[config.mk]
export PLATFORM = sky130hd
export DESIGN_NAME = gobou_mac
export DESIGN_NICKNAME = d
export VERILOG_FILES = /design/src/rtl/gobou_mac.sv
export SDC_FILE = /design/constraint.sdc
export NUM_CORES = 1
export LEC_CHECK = 0
export CORE_MARGIN = 1.5
export CORE_UTILIZATION = 50
export DETAILED_ROUTE_END_ITERATION = 16
export PLACE_DENSITY = 0.69
export SLEW_MARGIN = 15
export SYNTH_ARGS = -nofsm -noshare
export SYNTH_HDL_FRONTEND = slang
export SYNTH_SLANG_ARGS = --single-unit
[constraint.sdc]
create_clock -name clk -period 7.3 [get_ports clk]
set_clock_uncertainty 0.05 [all_clocks]
set_input_delay 2.19 -clock clk [delete_from_list [all_inputs] [get_ports clk]]
set_output_delay 2.19 -clock clk [all_outputs]
set_load 0.1 [all_outputs]
[src/rtl/gobou_mac.sv]
// Multi-cycle signed fixed-point dot-product MAC: registered product, wide accumulator, shift-scaled result.
// Optional GOBOU_MAC_SAT_EN saturates the scaled result; otherwise it wraps to DWIDTH bits.
module gobou_mac #(
   parameter int DWIDTH    = 16,
   parameter int FRACWIDTH = 8,
   parameter int LWIDTH    = 16
) (
   input  logic                     clk,
   input  logic                     xrst,
   input  logic                     mac_start,
   input  logic        [LWIDTH-1:0] in_len,
   input  logic                     in_valid,
   input  logic signed [DWIDTH-1:0] pixel_in,
   input  logic signed [DWIDTH-1:0] weight_in,
   output logic                     in_ready,
   output logic                     busy,
   output logic signed [DWIDTH-1:0] pixel_out,
   output logic                     out_en
);

   localparam int PW = 2 * DWIDTH;
   localparam int AW = PW + 8;

   typedef enum logic [1:0] {IDLE, ACC, DRAIN, DONE} state_t;

   state_t                  state;
   logic       [LWIDTH-1:0] count;
   logic signed [PW-1:0]    prod_p1;
   logic                    vld_p1;
   logic signed [AW-1:0]    acc_p2;
   logic                    accept;
   logic                    start;

`ifdef GOBOU_MAC_SAT_EN
   localparam logic signed [AW-1:0] SAT_MAX = $signed({{(AW-DWIDTH+1){1'b0}}, {(DWIDTH-1){1'b1}}});
   localparam logic signed [AW-1:0] SAT_MIN = $signed({{(AW-DWIDTH+1){1'b1}}, {(DWIDTH-1){1'b0}}});
`endif

   // Arithmetic shift floors toward minus infinity; no rounding term is added.
   function automatic logic signed [DWIDTH-1:0] scale(input logic signed [AW-1:0] a);
`ifdef GOBOU_MAC_SAT_EN
      logic signed [AW-1:0] s;
      s = a >>> FRACWIDTH;
      if (s > SAT_MAX)
         return SAT_MAX[DWIDTH-1:0];
      else if (s < SAT_MIN)
         return SAT_MIN[DWIDTH-1:0];
      else
         return s[DWIDTH-1:0];
`else
      return DWIDTH'(a >>> FRACWIDTH);
`endif
   endfunction

   assign accept   = in_valid && (state == ACC);
   assign start    = mac_start && (state == IDLE);
   assign in_ready = (state == ACC);
   assign busy     = (state != IDLE);

   // Stage 1: product of each accepted term
   always_ff @(posedge clk or negedge xrst) begin
      if (!xrst) begin
         prod_p1 <= '0;
         vld_p1  <= 1'b0;
      end else begin
         vld_p1 <= accept;
         if (accept)
            prod_p1 <= pixel_in * weight_in;
      end
   end

   // Stage 2: accumulate; a start can never coincide with a pending product
   always_ff @(posedge clk or negedge xrst) begin
      if (!xrst) begin
         acc_p2 <= '0;
      end else if (start) begin
         acc_p2 <= '0;
      end else if (vld_p1) begin
         acc_p2 <= acc_p2 + AW'(prod_p1);
      end
   end

   always_ff @(posedge clk or negedge xrst) begin
      if (!xrst) begin
         state     <= IDLE;
         count     <= '0;
         pixel_out <= '0;
         out_en    <= 1'b0;
      end else begin
         out_en <= 1'b0;
         case (state)
            IDLE: begin
               if (mac_start) begin
                  count <= in_len;
                  state <= (in_len == '0) ? DONE : ACC;
               end
            end
            ACC: begin
               if (in_valid) begin
                  count <= count - LWIDTH'(1);
                  if (count == LWIDTH'(1))
                     state <= DRAIN;
               end
            end
            DRAIN: state <= DONE;
            DONE: begin
               pixel_out <= scale(acc_p2);
               out_en    <= 1'b1;
               state     <= IDLE;
            end
            default: state <= IDLE;
         endcase
      end
   end

endmodule

# == After elaboration in Yosys (flattened, before gate mapping) ==
# Cells that the tools add are included.
# totals
ff_bits,108
output_inout_bits,19
# op_classes
n_addsub,2
reduce_logical,9
muxes,11
n_mul,1
n_eq_ne,7
# ops
op,count
$mux 40,2
$add 40x32->40,1
$mul 16x16->32,1
$mux 16,2
$pmux 16 s2,1
$eq 16x1->1 const B,1
$logic_not 16->1,1
$sub 16x1->16 const B,1
$mux 2,4
$pmux 2 s4,1
$reduce_and 3->1,2
$reduce_bool 2->1,3
$eq 2x2->1 const B,2
$ne 2x2->1 const B,2
$eq 2x1->1 const B,1
$logic_and 1x1->1,2
$logic_not 2->1,1
$ne 2x1->1 const B,1
$mux 1,1

# == Logic depth before layout (Yosys ltp) ==
# logic_depth
depth_word,4
depth_mapped,23

# == Worst setup path before layout ==
# No wires, ideal clock.
# synth_timing
kind,input to register
start,input weight_in[7]
end,register prod_p1[23]
path_slack_ns,-0.758
arrival_time_ns,7.884
stages,23
path_cell_list,clkbuf_1 clkbuf_1 nand2_1 fa_1 inv_1 fa_1 inv_1 fa_1 inv_1 fa_1 fa_1 inv_1 fa_1 inv_1 ha_1 a21o_1 a21o_1 a211oi_4 o31ai_4 o311ai_4 a31oi_1 o21a_1 o31a_1
# synth_between
elab_chain_len,1
# synth_rtl
element,line_no,source
"start, declared",14,"input logic signed [DWIDTH-1:0] weight_in,"
$mul 16x16->32,68,prod_p1 <= pixel_in * weight_in;
"end signal, assigned",68,
"end, declared",28,logic signed [PW-1:0] prod_p1;
# Every way passes these cells.
# A chain may end at the register's enable or synchronous reset.

# == Worst setup path after layout ==
# layout_timing
start,input weight_in[4]
end,register prod_p1[21]
# Same word-level chain as after synthesis.

==> impl_metrics.py <==
metrics = {
    "drt": {
        "routed_wl_microns": 28600,
        "drtIter0Drc": 597,
        "drt-wirelength-per-cell_microns": 15.1,
        "dr_total_vias": 9605,
        "drt_pre_antenna_iters": 4,
        "antenna_left": 0,
        "drt-vias-per-instance": 5.08,
        "drcViolationCount": 0,
    },
    "timing": {
        "min_period_ns": 7.39,
        "slew_violations": 0,
        "worst_pin_slew_ns": 0.967,
        "holdWs_ns": 0.440,
        "finalSetupViolations": 4,
        "max_freq_mhz": 135,
        "finalWorstSetupSlack_ns": -0.0921,
        "rsz0062_at_grt": "true",
        "hold_viol": 0,
        "fin_crit_sh": 1.01,
        "relSlewSlack": 0.353,
    },
    "clocking": {
        "cts_inserted_buffers": 9,
        "cts_tree": "done",
        "cts-root-buf": "clkbuf_16",
        "cts_hold_buffers": 0,
        "clk_latency_ns": 0.33,
        "cts.sinks": 84,
        "clk_pin_slew_ns": 0.06,
        "h-tree-depth": 3,
        "cts.path.max_buffers": 2,
    },
    "grt": {
        "overflow": 0,
        "antenna_found_initial": 0,
        "grt.total_usage": 0.232,
        "grt_pass1_wl_microns": 48400,
        "grt_max_degree": 85,
        "grt_pass1_vias": 10000,
    },
    "placed_design": {
        "place_inst": 1841,
        "gp_congestion": 0.873,
        "dpl_cell_area_sq_um": 14500,
        "portBuffers": 70,
        "hpwl_microns": 22800,
        "pre_cts_slack_ns": -0.910,
    },
    "hold_path": {
        "worstHoldPathType": "reg2reg",
        "hp-start": "prod_p1[14]",
    },
    "cells_and_area": {
        "layout-drive-gt1-share": 0.212,
        "areaGrowthSynthToFinish_pct": 23.4,
        "fin_nets": 1905,
        "design_area_sq_um": 15300,
        "final-seq-area_sq_um": 2100,
        "multiInputGateArea_sq_um": 9470,
        "diodes": 0,
        "layout.cells.non_filler": 1891,
        "fillers": 2035,
    },
    "synth": {
        "syn_area_sq_um": 12400,
        "ys_warn_count": 0,
        "synthCells": 1355,
        "synth-seq-area-share": 0.169,
        "synth_edf_count": 0,
        "synth_fp_nets": 1698,
        "synth_cell_types": 60,
        "synth_ff_type": "dfrtp_1",
        "synth-seq-cells": 84,
        "syn_avg_cell_area_sq_um": 9.16,
        "synthArstFlopShare": 1.00,
    },
    "critical_path": {
        "worstPathRequired_ns": 7.48,
        "rr_startpoint": "state[1]",
        "critPathKind": "in2reg",
        "cp-end-kind": "flip-flop",
        "cp_max_fo": 6,
        "crit_path_start": "weight_in[4]",
        "start_kind": "input port",
        "cp.arrival_ns": 7.57,
    },
    "die": {
        "dieArea_sq_um": 25800,
        "die_h_microns": 161,
        "initial_core_util": 0.510,
        "pin_count": 71,
        "fp-row-count": 57,
        "coreArea_sq_um": 24300,
        "die_w_microns": 161,
    },
    "run_status": {
        "violations": "negative setup slack",
        "status": "complete, but fails checks",
    },
    "job": {
        "maxCapViolCount": 0,
    },
}
-- Yosys cell counts (all sizes together) (14+ instances only) --
cell type	number	area share
fa	188	0.30
o22ai	14	0.0071
xor2	15	0.011
a21o	16	0.0097
xnor2	37	0.026
and2	120	0.060
clkbuf	43	0.013
o21ai	41	0.017
nor2	54	0.016
nand3	16	0.0065
nand2	148	0.045
dfrtp	84	0.17
mux2i	26	0.021
inv	262	0.079
ha	103	0.10
a21oi	45	0.019
mux2	21	0.019
-- cell usage in the layout, fill, tap and decap left out, types with 7 or more instances in the layout --
| cell type | netlist | final |
|---|---|---|
| nand3_1 | 16 | 15 |
| clkdlybuf4s50_1 | 0 | 38 |
| buf_6 | 0 | 27 |
| buf_2 | 0 | 14 |
| fa_2 | 0 | 12 |
| ha_1 | 103 | 91 |
| or3_1 | 7 | 7 |
| xnor2_1 | 37 | 37 |
| mux2_2 | 20 | 20 |
| nand2_1 | 148 | 139 |
| inv_1 | 262 | 242 |
| mux2i_1 | 26 | 26 |
| dfrtp_1 | 84 | 84 |
| a21oi_1 | 43 | 39 |
| and2_4 | 0 | 15 |
| nor2_1 | 54 | 53 |
| o21ai_0 | 36 | 34 |
| and2_1 | 120 | 105 |
| a21o_1 | 16 | 16 |
| nor3_1 | 11 | 11 |
| xor2_1 | 15 | 15 |
| buf_4 | 0 | 148 |
| nand2_2 | 0 | 8 |
| o22ai_1 | 14 | 14 |
| inv_2 | 0 | 20 |
| nor4_1 | 8 | 8 |
| o21a_1 | 11 | 11 |
| fa_1 | 188 | 176 |
| clkbuf_16 | 0 | 9 |
| ha_4 | 0 | 8 |
| nand2b_1 | 11 | 10 |
-- registers in the layout, summed over array words and instances (netlist names) --
signal and count:
prod_p1 24, pixel_out 16, vld_p1 1, count 16, state 2, out_en 1
acc_p2 24
-- path summary, 6_finish.rpt --
path / endpoint / slack [ns] / depth (start not counted)
min: prod_p1[14] / 0.44 / 2
min in group asynchronous: pixel_out[1] / 1.79 / 1
max reg2reg: count[15] / 4.19 / 10
max: prod_p1[21] / -0.09 / 23
min reg2reg: prod_p1[14] / 0.44 / 2
max in group asynchronous: count[3] / 4.78 / 2
-- layer usage --
metal  part of all wire  routed length (microns)  track usage
met5                  0                        0            0
met4              0.016                      451       0.0548
met3              0.042                     1190       0.0248
met2               0.48                    13700        0.393
met1               0.47                    13300        0.319
-- timing repair --
| item | CTS | global route |
|---|---|---|
| cloned | 4 | 0 |
| pin swaps | 54 | 56 |
| endpoints found under the setup margin | 12 | 12 |
| gates resized for setup | 155 | 65 |
| setup buffers | 18 | 13 |
-- worst max-delay path, stage by stage --
cell      delay [ns]
buf_8           0.10
buf_8           0.13
and2_4          0.14
fa_1            0.52
inv_2           0.04
fa_1            0.47
fa_2            0.54
inv_2           0.04
fa_1            0.49
fa_1            0.51
inv_2           0.04
fa_1            0.51
inv_2           0.05
ha_4            0.21
a21o_1          0.15
a21o_1          0.18
a211oi_4        0.25
o31ai_4         0.13
buf_4           0.16
o311a_1         0.34
o21ai_1         0.14
a21oi_1         0.08
a21o_1          0.15
-- kinds of logic after synthesis --
group,Yosys count,share of synthesized area
buf+inv,311,0.0941
flops,84,0.169
xor+xnor,52,0.0367
compound gates,172,0.0945
simple gates,398,0.158
fa+ha+maj,291,0.407
mux,47,0.0400
-- layout make-up --
class / count / share of cell area
clock buffer: 10 / 0.0149
clock inverter: 6 / 0.00416
inverter: 263 / 0.0644
multi-input combinational: 960 / 0.618
sequential: 84 / 0.137
tap: 324 / 0.0265
timing repair buffer: 244 / 0.135
-- metrics by stage --
stage / utilization / TNS [ns]
global placement: 0.597 / -7.34
floorplan: - / -0.171
CTS: 0.622 / -0.174
detailed placement: 0.597 / -8.59
global route: 0.630 / -0.855
finish: 0.630 / -0.244
Power is left out: the tool's default activity adds up to more than one toggle a clock period on the data nets, which glitch-free logic cannot reach.
